===== src/rtl/if_fetch_unit_pkg.sv =====
// Shared state encodings and default constants for the instruction-fetch front end.
package if_fetch_unit_pkg;

    typedef enum logic [1:0] {
        IF_STATE_BOOT    = 2'd0,
        IF_STATE_FETCH   = 2'd1,
        IF_STATE_DISCARD = 2'd2,
        IF_STATE_HOLD    = 2'd3
    } if_state_e;

    localparam logic [31:0] IF_DEFAULT_RESET_PC = 32'h0000_0000;
    localparam int          IF_DEFAULT_PC_STEP  = 4;

endpackage


===== src/rtl/if_fetch_unit_if.sv =====
// Fetch-unit bundle: instruction-memory bus, IF/ID packet and hazard-controller handshake.
interface if_fetch_unit_if #(
    parameter int ADDR_W = 32,
    parameter int DATA_W = 32
);
    logic              IF_stall;
    logic              IF_flush;
    logic [ADDR_W-1:0] redirect_pc;
    logic              im_req;
    logic [ADDR_W-1:0] im_addr;
    logic              im_rvalid;
    logic [DATA_W-1:0] im_rdata;
    logic              fetch_valid;
    logic [ADDR_W-1:0] fetch_pc;
    logic [DATA_W-1:0] fetch_instr;
    logic              InstrReq;
    logic              InstrWait;

    modport master (
        input  IF_stall, IF_flush, redirect_pc, im_rvalid, im_rdata,
        output im_req, im_addr, fetch_valid, fetch_pc, fetch_instr, InstrReq, InstrWait
    );

    modport slave (
        output IF_stall, IF_flush, redirect_pc, im_rvalid, im_rdata,
        input  im_req, im_addr, fetch_valid, fetch_pc, fetch_instr, InstrReq, InstrWait
    );
endinterface


===== src/rtl/if_fetch_unit_hold_buf.sv =====
// One-entry {pc, instr} buffer that parks a returned instruction while ID is stalled.
module if_hold_buf #(
    parameter int ADDR_W = 32,
    parameter int DATA_W = 32
) (
    input  logic              clk,
    input  logic              rst,
    input  logic              load,
    input  logic              clear,
    input  logic [ADDR_W-1:0] pc_in,
    input  logic [DATA_W-1:0] instr_in,
    output logic              valid,
    output logic [ADDR_W-1:0] pc_out,
    output logic [DATA_W-1:0] instr_out
);

    always_ff @(posedge clk or posedge rst) begin
        if (rst) begin
            valid <= 1'b0;
        end else if (clear) begin
            valid <= 1'b0;
        end else if (load) begin
            valid <= 1'b1;
        end
    end

    // Payload is only meaningful while valid is set, so it carries no reset.
    always_ff @(posedge clk) begin
        if (load) begin
            pc_out    <= pc_in;
            instr_out <= instr_in;
        end
    end

endmodule


===== src/rtl/if_fetch_unit.sv =====
// Instruction-fetch front end: owns the PC, keeps one memory request in flight,
// and hands {pc, instr} packets to IF/ID under hazard-controller stall/flush.
module if_fetch_unit
    import if_fetch_unit_pkg::*;
#(
    parameter int              ADDR_W   = 32,
    parameter int              DATA_W   = 32,
    parameter logic [ADDR_W-1:0] RESET_PC = IF_DEFAULT_RESET_PC,
    parameter int              PC_STEP  = IF_DEFAULT_PC_STEP
) (
    input  logic            clk,
    input  logic            rst,
    if_fetch_unit_if.master bus
);

    localparam logic [ADDR_W-1:0] STEP = ADDR_W'(PC_STEP);

    if_state_e         state_q, state_d;
    logic [ADDR_W-1:0] pc_q, pc_d;
    logic [ADDR_W-1:0] req_addr_q, req_addr_d;
    logic              im_req_c;
    logic              fetch_valid_c;
    logic              buf_load, buf_clear;
    logic              hold_valid;
    logic [ADDR_W-1:0] buf_pc;
    logic [DATA_W-1:0] buf_instr;

    if_hold_buf #(
        .ADDR_W (ADDR_W),
        .DATA_W (DATA_W)
    ) u_hold_buf (
        .clk       (clk),
        .rst       (rst),
        .load      (buf_load),
        .clear     (buf_clear),
        .pc_in     (req_addr_q),
        .instr_in  (bus.im_rdata),
        .valid     (hold_valid),
        .pc_out    (buf_pc),
        .instr_out (buf_instr)
    );

    always_ff @(posedge clk or posedge rst) begin
        if (rst) begin
            state_q    <= IF_STATE_BOOT;
            pc_q       <= RESET_PC;
            req_addr_q <= RESET_PC;
        end else begin
            state_q    <= state_d;
            pc_q       <= pc_d;
            req_addr_q <= req_addr_d;
        end
    end

    always_comb begin
        state_d       = state_q;
        pc_d          = pc_q;
        req_addr_d    = req_addr_q;
        im_req_c      = 1'b0;
        fetch_valid_c = 1'b0;
        buf_load      = 1'b0;
        buf_clear     = 1'b0;

        unique case (state_q)
            IF_STATE_BOOT: begin
                state_d    = IF_STATE_FETCH;
                req_addr_d = pc_q;
            end

            IF_STATE_FETCH: begin
                im_req_c = 1'b1;
                if (bus.im_rvalid) begin
                    if (bus.IF_flush) begin
                        pc_d       = bus.redirect_pc;
                        req_addr_d = bus.redirect_pc;
                    end else if (!bus.IF_stall) begin
                        fetch_valid_c = 1'b1;
                        pc_d          = req_addr_q + STEP;
                        req_addr_d    = req_addr_q + STEP;
                    end else begin
                        buf_load = 1'b1;
                        state_d  = IF_STATE_HOLD;
                    end
                end else if (bus.IF_flush) begin
                    // The bus request cannot be withdrawn; drain it before redirecting.
                    pc_d    = bus.redirect_pc;
                    state_d = IF_STATE_DISCARD;
                end
            end

            IF_STATE_DISCARD: begin
                im_req_c = 1'b1;
                if (bus.IF_flush) begin
                    pc_d = bus.redirect_pc;
                end
                if (bus.im_rvalid) begin
                    req_addr_d = bus.IF_flush ? bus.redirect_pc : pc_q;
                    state_d    = IF_STATE_FETCH;
                end
            end

            IF_STATE_HOLD: begin
                fetch_valid_c = hold_valid && !bus.IF_flush;
                if (bus.IF_flush) begin
                    buf_clear  = 1'b1;
                    pc_d       = bus.redirect_pc;
                    req_addr_d = bus.redirect_pc;
                    state_d    = IF_STATE_FETCH;
                end else if (!bus.IF_stall) begin
                    buf_clear  = 1'b1;
                    pc_d       = buf_pc + STEP;
                    req_addr_d = buf_pc + STEP;
                    state_d    = IF_STATE_FETCH;
                end
            end

            default: begin
                state_d = IF_STATE_BOOT;
            end
        endcase
    end

    assign bus.im_req      = im_req_c;
    assign bus.im_addr     = req_addr_q;
    assign bus.InstrReq    = im_req_c;
    assign bus.InstrWait   = im_req_c && !bus.im_rvalid;
    assign bus.fetch_valid = fetch_valid_c;
    assign bus.fetch_pc    = (state_q == IF_STATE_HOLD) ? buf_pc : req_addr_q;
    assign bus.fetch_instr = !fetch_valid_c              ? '0
                           : (state_q == IF_STATE_HOLD)  ? buf_instr
                           :                               bus.im_rdata;

endmodule


===== src/flat_wrapper.sv =====
// flat-port wrapper written by rule: the top's interface ports become plain ports
module if_fetch_unit_flat import if_fetch_unit_pkg::*;
#(
    parameter int              ADDR_W   = 32,
    parameter int              DATA_W   = 32,
    parameter logic [ADDR_W-1:0] RESET_PC = IF_DEFAULT_RESET_PC,
    parameter int              PC_STEP  = IF_DEFAULT_PC_STEP
)
  (clk, rst, bus_IF_stall, bus_IF_flush, bus_redirect_pc, bus_im_rvalid, bus_im_rdata, bus_im_req, bus_im_addr, bus_fetch_valid, bus_fetch_pc, bus_fetch_instr, bus_InstrReq, bus_InstrWait);
  if_fetch_unit_if #(.ADDR_W(ADDR_W), .DATA_W(DATA_W)) bus_i ();
  input  logic clk;
  input  logic rst;
  input wire logic [$bits(bus_i.IF_stall)-1:0] bus_IF_stall;
  input wire logic [$bits(bus_i.IF_flush)-1:0] bus_IF_flush;
  input wire logic [$bits(bus_i.redirect_pc)-1:0] bus_redirect_pc;
  input wire logic [$bits(bus_i.im_rvalid)-1:0] bus_im_rvalid;
  input wire logic [$bits(bus_i.im_rdata)-1:0] bus_im_rdata;
  output wire logic [$bits(bus_i.im_req)-1:0] bus_im_req;
  output wire logic [$bits(bus_i.im_addr)-1:0] bus_im_addr;
  output wire logic [$bits(bus_i.fetch_valid)-1:0] bus_fetch_valid;
  output wire logic [$bits(bus_i.fetch_pc)-1:0] bus_fetch_pc;
  output wire logic [$bits(bus_i.fetch_instr)-1:0] bus_fetch_instr;
  output wire logic [$bits(bus_i.InstrReq)-1:0] bus_InstrReq;
  output wire logic [$bits(bus_i.InstrWait)-1:0] bus_InstrWait;
  assign bus_i.IF_stall = bus_IF_stall;
  assign bus_i.IF_flush = bus_IF_flush;
  assign bus_i.redirect_pc = bus_redirect_pc;
  assign bus_i.im_rvalid = bus_im_rvalid;
  assign bus_i.im_rdata = bus_im_rdata;
  assign bus_im_req = bus_i.im_req;
  assign bus_im_addr = bus_i.im_addr;
  assign bus_fetch_valid = bus_i.fetch_valid;
  assign bus_fetch_pc = bus_i.fetch_pc;
  assign bus_fetch_instr = bus_i.fetch_instr;
  assign bus_InstrReq = bus_i.InstrReq;
  assign bus_InstrWait = bus_i.InstrWait;
  if_fetch_unit #(.ADDR_W(ADDR_W), .DATA_W(DATA_W), .RESET_PC(RESET_PC), .PC_STEP(PC_STEP)) u_core (.clk(clk), .rst(rst), .bus(bus_i));
endmodule

===== config.mk =====
export PLATFORM = sky130hd
export DESIGN_NAME = if_fetch_unit_flat
export DESIGN_NICKNAME = d
export VERILOG_FILES = /design/src/rtl/if_fetch_unit_pkg.sv /design/src/rtl/if_fetch_unit_if.sv /design/src/rtl/if_fetch_unit_hold_buf.sv /design/src/rtl/if_fetch_unit.sv /design/src/flat_wrapper.sv
export SDC_FILE = /design/constraint.sdc
export NUM_CORES = 1
export LEC_CHECK = 0
export BUFFER_PORTS_ARGS = -buffer_cell sky130_fd_sc_hd__buf_2
export CORE_MARGIN = 4
export CORE_UTILIZATION = 30
export DETAILED_ROUTE_END_ITERATION = 16
export SKIP_CTS_REPAIR_TIMING = 1
export SLEW_MARGIN = 40
export SYNTH_ARGS = -nofsm -noshare
export SYNTH_HDL_FRONTEND = slang
export SYNTH_SLANG_ARGS = --single-unit

===== constraint.sdc =====
create_clock -name clk -period 3 [get_ports clk]
set_input_delay 0.45 -clock clk [delete_from_list [all_inputs] [get_ports clk]]
set_output_delay 0.45 -clock clk [all_outputs]
set_load 0.005 [all_outputs]

==> results.json, run 1 <==
{
  "status": "finished, final reports clean",
  "drive_gt1_share_pct": 25.8,
  "maxCapViolCount": 0,
  "place_area_mm2": 0.0101,
  "cp.required_ns": 2.55,
  "netlist_instances": 956,
  "tightest_slew_ns": 0.573,
  "antenna_found_initial": 3,
  "clock-sinks": 131,
  "insertion_delay_ns": 0.43,
  "num_vias": 8650,
  "wl_per_cell_um": 21.4,
  "die_h_um": 177,
  "path_class": "reg -> out",
  "synth-edff-count": 64,
  "cellLeakagePower_nw": 4.18,
  "synthArstFlopShare_pct": 51.1,
  "cp-end-kind": "output port",
  "routed_via_density": 5.72,
  "maxSlewHeadroom_pct": 61.2,
  "synth_flop_cell": "dfrtp_1",
  "critPathLaunchType": "flip-flop",
  "crit_arrival_ns": 2.35,
  "initial_core_util_pct": 30.7,
  "ys_types": 70,
  "cts_tree": "built",
  "area_growth_pct": 23.3,
  "grt-ovfl-total": 0,
  "power.share.clock_pct": 17.7,
  "cts_made_buffers": 17,
  "pwr-share-comb_pct": 52.6,
  "grt_max_degree": 68,
  "syn-num-nets": 1031,
  "cts_root_buf": "clkbuf_16",
  "setup_viol": 0,
  "io_buffers": 168,
  "fin_area_mm2": 0.0106,
  "drt_iter0_drc": 923,
  "p_switching_w": 0.00495,
  "io_pins": 169,
  "dr.pass1.iters": 8,
  "die_width_um": 177,
  "syn_avg_cell_area_um2": 8.99,
  "clock_skew_ns": 0.0128,
  "final.setup.tns_ns": 0,
  "total_power_w": 0.0109,
  "dpl.hpwl_um": 22500,
  "antenna_cells": 0,
  "worstSetupStartpoint": "u_core.state_q[0]",
  "globalplace.congestion": 0.895,
  "dieArea_mm2": 0.0314,
  "hold_viol": 0,
  "row_count": 61,
  "clk_pin_slew_worst_paths_ns": 0.07,
  "grt_pass1_wl_um": 48900,
  "synth_seq_area_share_pct": 41.9,
  "synth_area_mm2": 0.00860,
  "p_per_area_mw_per_mm2": 1030,
  "period_minus_slack_ns": 2.80,
  "fin_hold_ws_ns": 0.0847,
  "regToRegSetupSlack_ns": 0.38,
  "grt_usage_pct": 20.1,
  "yosysWarnings": 0,
  "grt_pass1_vias": 8297,
  "internal_power_w": 0.00594,
  "drc_errors": 0,
  "power.share.switching_pct": 45.4,
  "drv_slew": 0,
  "nFillCells": 2830,
  "ys_seq_elements": 131,
  "hold_class": "in -> async",
  "clock_path_buffers": 2,
  "coreArea_mm2": 0.0280,
  "ant_nets": 0,
  "p_seq_share_pct": 29.7,
  "crit_fanout": 34,
  "finalCritPeriodShare_pct": 93.4,
  "layout.nets": 1197,
  "cts_max_level": 4,
  "peakVddDrop_v": 0.000574,
  "rsz0062_at_grt": "no",
  "max_freq_ghz": 0.357,
  "timing.rr.start": "u_core.bus.im_addr[2]",
  "routed_wirelength_um": 32400
}
==> cells in the mapped netlist (8+ instances only) <==
| master | count | area (um^2) |
|---|---|---|
| a211oi_1 | 17 | 128 |
| a21oi_1 | 36 | 180 |
| a221oi_1 | 10 | 87.6 |
| a222oi_1 | 9 | 90.1 |
| a22o_1 | 10 | 87.6 |
| a22oi_1 | 10 | 75.1 |
| a31oi_1 | 31 | 194 |
| and2_1 | 8 | 50.1 |
| buf_1 | 11 | 41.3 |
| clkbuf_1 | 57 | 214 |
| dfrtp_1 | 67 | 1680 |
| edfxtp_1 | 64 | 1920 |
| inv_1 | 16 | 60.1 |
| mux2_2 | 28 | 315 |
| mux2i_1 | 36 | 360 |
| nand2_1 | 92 | 345 |
| nand2b_1 | 12 | 75.1 |
| nand3_1 | 37 | 185 |
| nand4_1 | 21 | 131 |
| nor2_1 | 104 | 390 |
| nor3_1 | 15 | 75.1 |
| nor4_1 | 9 | 56.3 |
| o21ai_0 | 90 | 450 |
| o22ai_1 | 9 | 56.3 |
| or3_1 | 9 | 56.3 |
| xnor2_1 | 34 | 298 |
| xor2_1 | 11 | 96.3 |
==> placed cells by master, fill, tap and decap left out, drive strengths merged, types with 11 or more instances in the layout <==
cell type  netlist  routed
or3             12      12
a31oi           31      31
nor3            16      16
mux2            28      28
nand2b          12      12
dfrtp           67      67
a21oi           36      36
mux2i           36      36
nand2           92      92
xnor2           34      34
nor2           104     104
o21ai           92      92
inv             16      19
xor2            11      11
buf             15     220
a211oi          17      17
edfxtp          64      64
clkbuf          58      18
nand4           24      24
nand3           37      37
==> final cells by class <==
class / instances / area, um^2 / area share (%)
Inverter: 16 / 60.1 / 0.567
Sequential cell: 131 / 3600 / 34.0
Clock buffer: 18 / 429 / 4.05
Multi-Input combinational cell: 736 / 4670 / 44.1
Timing Repair Buffer: 220 / 1280 / 12.1
Tap cell: 378 / 473 / 4.46
Clock inverter: 13 / 87.6 / 0.826
==> state kept, by name, indices dropped and copies added, names as in the netlist <==
name and count:
u_core.u_hold_buf.pc_out 32, u_core.bus.im_addr 32, u_core.pc_q 32, u_core.u_hold_buf.instr_out 32, u_core.state_q 2, u_core.u_hold_buf.valid 1
==> per-layer routing <==
layer  vias up  part of all wire (%)  GRT usage, %
li1       3932                     -             -
met2       500                    47          31.9
met1      4125                    41          26.8
met3        87                   8.8          4.87
met4         6                   2.9          7.06
met5         -                  0.14             0
==> cells by family after synthesis <==
kind of cell / after synthesis / share of synthesized area, %
compound gates: 283 / 21.7
xor+xnor: 45 / 4.58
fa+ha+maj: 6 / 0.873
buf+inv: 89 / 4.09
flops: 131 / 41.9
mux: 64 / 7.86
simple gates: 338 / 19.1
==> per-stage QoR <==
stage,instances,worst slack [ns],util (%)
5_1_grt,1512,0.0495,37.8
2_1_floorplan,956,0.562,-
6_report,1512,0.197,37.8
4_1_cts,1512,0.173,37.8
3_5_place_dp,1481,0.438,36.0
3_3_place_gp,1481,0.448,36.0
==> final timing paths <==
| path | to | depth (start not counted) |
|---|---|---|
| worst min-delay path | u_core.pc_q[5] | 3 |
| min in group clk | u_core.u_hold_buf.instr_out[8] | 1 |
| worst min register to register | u_core.u_hold_buf.pc_out[30] | 0 |
| worst max-delay path | bus_fetch_pc[16] | 4 |
| worst max register to register | u_core.pc_q[31] | 6 |
| max in group asynchronous | u_core.bus.im_addr[17] | 3 |
==> power groups by stage <==
stage / clock [W] / sequential (W) / combinational (W)
after detailed placement: 0 / 0.00325 / 0.00568
final: 0.00192 / 0.00324 / 0.00572
after CTS: 0.00195 / 0.00322 / 0.00570
after global routing: 0.00203 / 0.00333 / 0.00623
after floorplan: 0 / 0.00309 / 0.00351
after global placement: 0 / 0.00322 / 0.00563
==> worst max-delay path: stages (launching register included) <==
cell	delay [ns]
dfrtp_1	0.43
ha_4	0.52
buf_4	0.40
mux2_2	0.41
buf_2	0.14
Power figures use the tool's default switching activity.
==> inputs of run 2 (changes only) <==
ABC_AREA = 1   (was not set)
CTS_BUF_LIST = sky130_fd_sc_hd__clkbuf_4   (was not set)
==> run 2 against run 1 <==
  * Synthesized cell count grew 50%
  * Register-to-register slack gained 0.22 ns
  * Sequential power down 1%
  * Wire length increased by 8.9%
  * Clock power is 33% lower
  * Highest routed layer unchanged
==> results.json, run 2 <==
{
  "status": "finished, final reports clean",
  "max_freq_ghz": 0.368,
  "clk_pin_slew_worst_paths_ns": 0.14,
  "final.setup.tns_ns": 0,
  "netlist_instances": 1434,
  "drv_slew": 0,
  "routed_via_density": 5.14,
  "clock_skew_ns": 0.0298,
  "globalplace.congestion": 0.898,
  "seq_area_mm2": 0.00360,
  "tightest_slew_ns": 0.773,
  "maxSlewHeadroom_pct": 48.5,
  "num_vias": 10202,
  "antenna_found_initial": 6,
  "dieArea_mm2": 0.0345,
  "hold_class": "in -> reg",
  "initial_core_util_pct": 30.7,
  "cts_tree": "built",
  "row_count": 64,
  "synth_area_leader_cell": "edfxtp_1",
  "synth_flop_cell": "dfrtp_1",
  "utilization_pct": 35.7,
  "synth_area_mm2": 0.00948,
  "layout_common_cells": "nand2_1, nor2_1, buf_2, inv_1, a21oi_1",
  "maxCapViolCount": 0,
  "cts_made_buffers": 17,
  "cts_root_buf": "clkbuf_4",
  "ys_seq_elements": 131,
  "crit_arrival_ns": 2.27,
  "io_buffers": 168,
  "routed_wirelength_um": 35300,
  "yosys-top-cells-area": "edfxtp_1, nand2_1, dfrtp_1",
  "hold_viol": 0,
  "synth-edff-count": 64,
  "dr.pass1.iters": 7,
  "p_per_area_mw_per_mm2": 878,
  "synth_seq_area_share_pct": 38.0,
  "wl_per_cell_um": 17.8,
  "area_growth_pct": 16.2,
  "ant_nets": 0,
  "r2r.worst_path.cells": 9,
  "finalCritPeriodShare_pct": 90.6,
  "cp.required_ns": 2.55,
  "layout_commonest_cell": "nand2_1",
  "syn_avg_cell_area_um2": 6.61,
  "crit_fanout": 32,
  "grt_max_degree": 107,
  "yosysWarnings": 0,
  "drive_gt1_share_pct": 17.3,
  "io_pins": 169,
  "clock-sinks": 131,
  "dpl.hpwl_um": 25700,
  "cp-end-kind": "output port",
  "die_width_um": 186,
  "yosysMostFrequentCell": "nand2_1",
  "synthArstFlopShare_pct": 51.1,
  "peakVddDrop_v": 0.000429,
  "critPathLaunchType": "flip-flop",
  "grt_pass1_vias": 9251,
  "clock_path_buffers": 2,
  "grt_pass1_wl_um": 52900,
  "setup_viol": 0,
  "rsz0062_at_grt": "no",
  "min_path_cells": 1,
  "grt_usage_pct": 19.9,
  "insertion_delay_ns": 0.59,
  "multi_input_area_mm2": 0.00505,
  "path_class": "reg -> out",
  "die_h_um": 186,
  "syn-num-nets": 1509,
  "synth_top_area_share_pct": 20.3,
  "coreArea_mm2": 0.0309,
  "drc_errors": 0,
  "nFillCells": 3325,
  "ys_types": 42,
  "drt_iter0_drc": 1033,
  "yosys-top-cells-count": "nand2_1, nor2_1, inv_1",
  "period_minus_slack_ns": 2.72,
  "cellLeakagePower_nw": 5.25,
  "cts_max_level": 4,
  "layout.nets": 1648,
  "grt-ovfl-total": 0
}
## run 2: cell types whose count changed after synthesis, moves of 28 or more
cell	before	now
inv_1	16	125
nand2_1	92	475
buf_2	1	30
a21oi_1	36	107
xnor2_1	34	1
mux2i_1	36	0
mux2_2	28	0
clkbuf_1	57	29
nor2_1	104	187
nand3_1	37	93
## run 2: metrics by stage
step	total power, W	cell area [um^2]	hold slack [ns]	instances	worst slack [ns]
3_5_place_dp	0.00835	10700	0.487	1949	0.668
5_1_grt	0.0105	11000	0.00748	1984	0.0914
4_1_cts	0.00964	11000	-0.0546	1981	0.272
2_1_floorplan	0.00633	9480	0.464	1434	0.362
3_3_place_gp	0.00829	10700	0.486	1949	0.709
6_report	0.00967	11000	0.0438	1985	0.282
## run 2: routing by layer
| metal | share of wire (%) | vias up | global-route usage [%] |
|---|---|---|---|
| met3 | 9.7 | 85 | 3.95 |
| li1 | - | 4949 | - |
| met5 | 0.11 | - | 0 |
| met1 | 43 | 4619 | 27.8 |
| met4 | 3.9 | 8 | 8.28 |
| met2 | 43 | 541 | 30.1 |
## run 2: final timing paths
check                                   startpoint                        endpoint  slack (ns)
max                              u_core.state_q[1]              bus_fetch_instr[2]        0.28
max reg2reg                      u_core.state_q[1]                 u_core.pc_q[20]        0.60
min reg2reg                u_core.u_hold_buf.valid         u_core.u_hold_buf.valid        0.52
min in group asynchronous                      rst           u_core.bus.im_addr[0]        0.51
max in group asynchronous                      rst          u_core.bus.im_addr[28]        1.76
min                                bus_im_rdata[6]  u_core.u_hold_buf.instr_out[6]        0.04
## run 2: logic make-up after synthesis
logic type                 Yosys count  share of synthesized area [%]
and+or+nand+nor                    810                           35.7
AOI/OAI and AO/OA                  281                           16.3
buffers and inverters              203                           8.98
DFF                                131                           38.0
adders and majority gates            6                          0.792
xor gates and xnor gates             3                          0.277
## run 2: layout make-up
| type | instances | area share (%) |
|---|---|---|
| Sequential cell | 131 | 32.7 |
| Clock inverter | 14 | 1.39 |
| Multi-Input combinational cell | 1100 | 45.9 |
| Inverter | 132 | 4.52 |
| Clock buffer | 18 | 1.23 |
| Timing Repair Buffer | 191 | 9.79 |
| Tap cell | 396 | 4.50 |
| Antenna cell | 3 | 0.0681 |
## run 2: critical path: stages (launching register included)
cell and delay [ns]:
dfrtp_1 0.46, ha_4 0.19, inv_4 0.04, nor2_4 0.17, nand2_1 0.08, nand2_1 0.14, inv_2 0.23, a21oi_1 0.21
buf_2 0.14
## run 2: power by group
part,internal (W),switching (W)
sequential,0.00249,0.000709
combinational,0.00179,0.00339
clock,0.000513,0.000776
==> inputs of run 3 (changes only) <==
clock period = 3.45 ns   (was 3 ns; I/O delays follow)
==> run 3 against run 2 <==
  * Final area is 0.53% lower
  * Sequential power is 13% lower
  * First-iteration DRC count is 5.2% lower
  * Non-clock buffer count is 3 lower
  * Cell count is 0.25% lower
  * Power is 13% lower
  * Critical endpoint is now bus_fetch_instr[31]
==> results.json, run 3 (synthesis results as in run 2) <==
{
  "drt_iter0_drc": 979,
  "timing.rr.start": "u_core.state_q[1]",
  "die_width_um": 186,
  "row_count": 64,
  "critPathLaunchType": "flip-flop",
  "coreArea_mm2": 0.0309,
  "cellLeakagePower_nw": 5.23,
  "cp.required_ns": 2.93,
  "hold_viol": 0,
  "layout_commonest_cell": "nand2_1",
  "crit_fanout": 72,
  "routed_via_density": 5.11,
  "max_freq_ghz": 0.359,
  "cts_root_buf": "clkbuf_4",
  "cp-end-kind": "output port",
  "hold_class": "in -> async",
  "worstSetupStartpoint": "u_core.state_q[1]",
  "clock_path_buffers": 2,
  "grt_pass1_vias": 9408,
  "dieArea_mm2": 0.0345,
  "final.setup.tns_ns": 0,
  "die_h_um": 186,
  "io_pins": 169,
  "path_buf_inv": 2,
  "drv_slew": 0,
  "cpLargestDelayFamily": "buffers and inverters",
  "maxSlewHeadroom_pct": 44.3,
  "initial_core_util_pct": 30.7,
  "layout.nets": 1645,
  "total_power_w": 0.00845,
  "crit_arrival_ns": 2.27,
  "utilization_pct": 35.5,
  "cts_tree": "built",
  "finalCritPeriodShare_pct": 80.7,
  "cts_max_level": 4,
  "dpl.hpwl_um": 25300,
  "insertion_delay_ns": 0.59,
  "rsz0062_at_grt": "no",
  "grt-ovfl-total": 0,
  "tightest_slew_ns": 0.836,
  "globalplace.congestion": 0.910,
  "fin_hold_ws_ns": 0.0669,
  "dp_cells": 1947,
  "path_class": "reg -> out",
  "grt_max_degree": 73,
  "dr.pass1.iters": 6,
  "finalNonFillerCells": 1980,
  "routed_wirelength_um": 35200,
  "clock-sinks": 131,
  "area_growth_pct": 15.6,
  "p_per_area_mw_per_mm2": 771,
  "setup_viol": 0,
  "clock_skew_ns": 0.0217,
  "io_buffers": 168,
  "maxCapViolCount": 0,
  "crit_chain": "ha_4, buf_4, nand2_1, a21oi_1, buf_2",
  "antenna_found_initial": 3,
  "nFillCells": 3312,
  "drive_gt1_share_pct": 17.2,
  "clk_pin_slew_worst_paths_ns": 0.14,
  "cp_slowest_cell": "buf_4",
  "grt_pass1_wl_um": 53900,
  "period_minus_slack_ns": 2.78,
  "status": "finished, final reports clean",
  "layout_common_cells": "nand2_1, nor2_1, buf_2, inv_1, a21oi_1",
  "cts_made_buffers": 17,
  "wl_per_cell_um": 17.8,
  "num_vias": 10108,
  "slowest_delay_ns": 0.55,
  "drc_errors": 0,
  "grt_usage_pct": 20.1,
  "ant_nets": 0,
  "peakVddDrop_v": 0.000343
}
[run 3: worst reg2reg max path, delay by kind of cell (launching register included)]
| kind | cells | cell delay (ns) |
|---|---|---|
| fa+ha+maj | 1 | 0.20 |
| simple gates | 3 | 0.31 |
| buf+inv | 4 | 1.05 |
| flops | 1 | 0.46 |
| compound gates | 3 | 0.41 |
[run 3: path summary, 6_finish.rpt]
kind	endpoint	slack, ns	cells past startpoint
max	bus_fetch_instr[31]	0.67	5
min	u_core.bus.im_addr[3]	0.07	3
max reg2reg	u_core.bus.im_addr[9]	0.93	11
min reg2reg	u_core.pc_q[2]	0.53	2
max in group asynchronous	u_core.pc_q[21]	2.87	3
min in group clk	u_core.u_hold_buf.instr_out[28]	0.12	1
[run 3: layout make-up]
class	instances	area (um^2)	area share [%]
clock buffer	18	135	1.23
sequential	131	3600	32.8
clock inverter	14	185	1.69
inverter	132	498	4.54
antenna	1	2.50	0.0228
tap	396	495	4.52
multi-input combinational	1100	5050	46.1
timing repair buffer	188	998	9.11
[run 3: report_power, final]
group | switching, W | internal, W
logic | 0.00292 | 0.00151
clock network | 0.000644 | 0.000580
registers | 0.000632 | 0.00217
[run 3: stage by stage]
step / instance area, um^2 / setup WS (ns)
floorplan: 9480 / 0.0791
global placement: 10600 / 0.879
detailed placement: 10600 / 0.868
CTS: 11000 / 0.598
global route: 11000 / 0.455
finish: 11000 / 0.666
[run 3: layer usage]
metal,up-vias,GRT usage (%),share of wire (%)
met5,-,0,0.040
met4,4,7.00,3.0
met3,68,4.08,8.9
met2,499,31.4,45
met1,4594,27.7,43
li1,4943,-,-
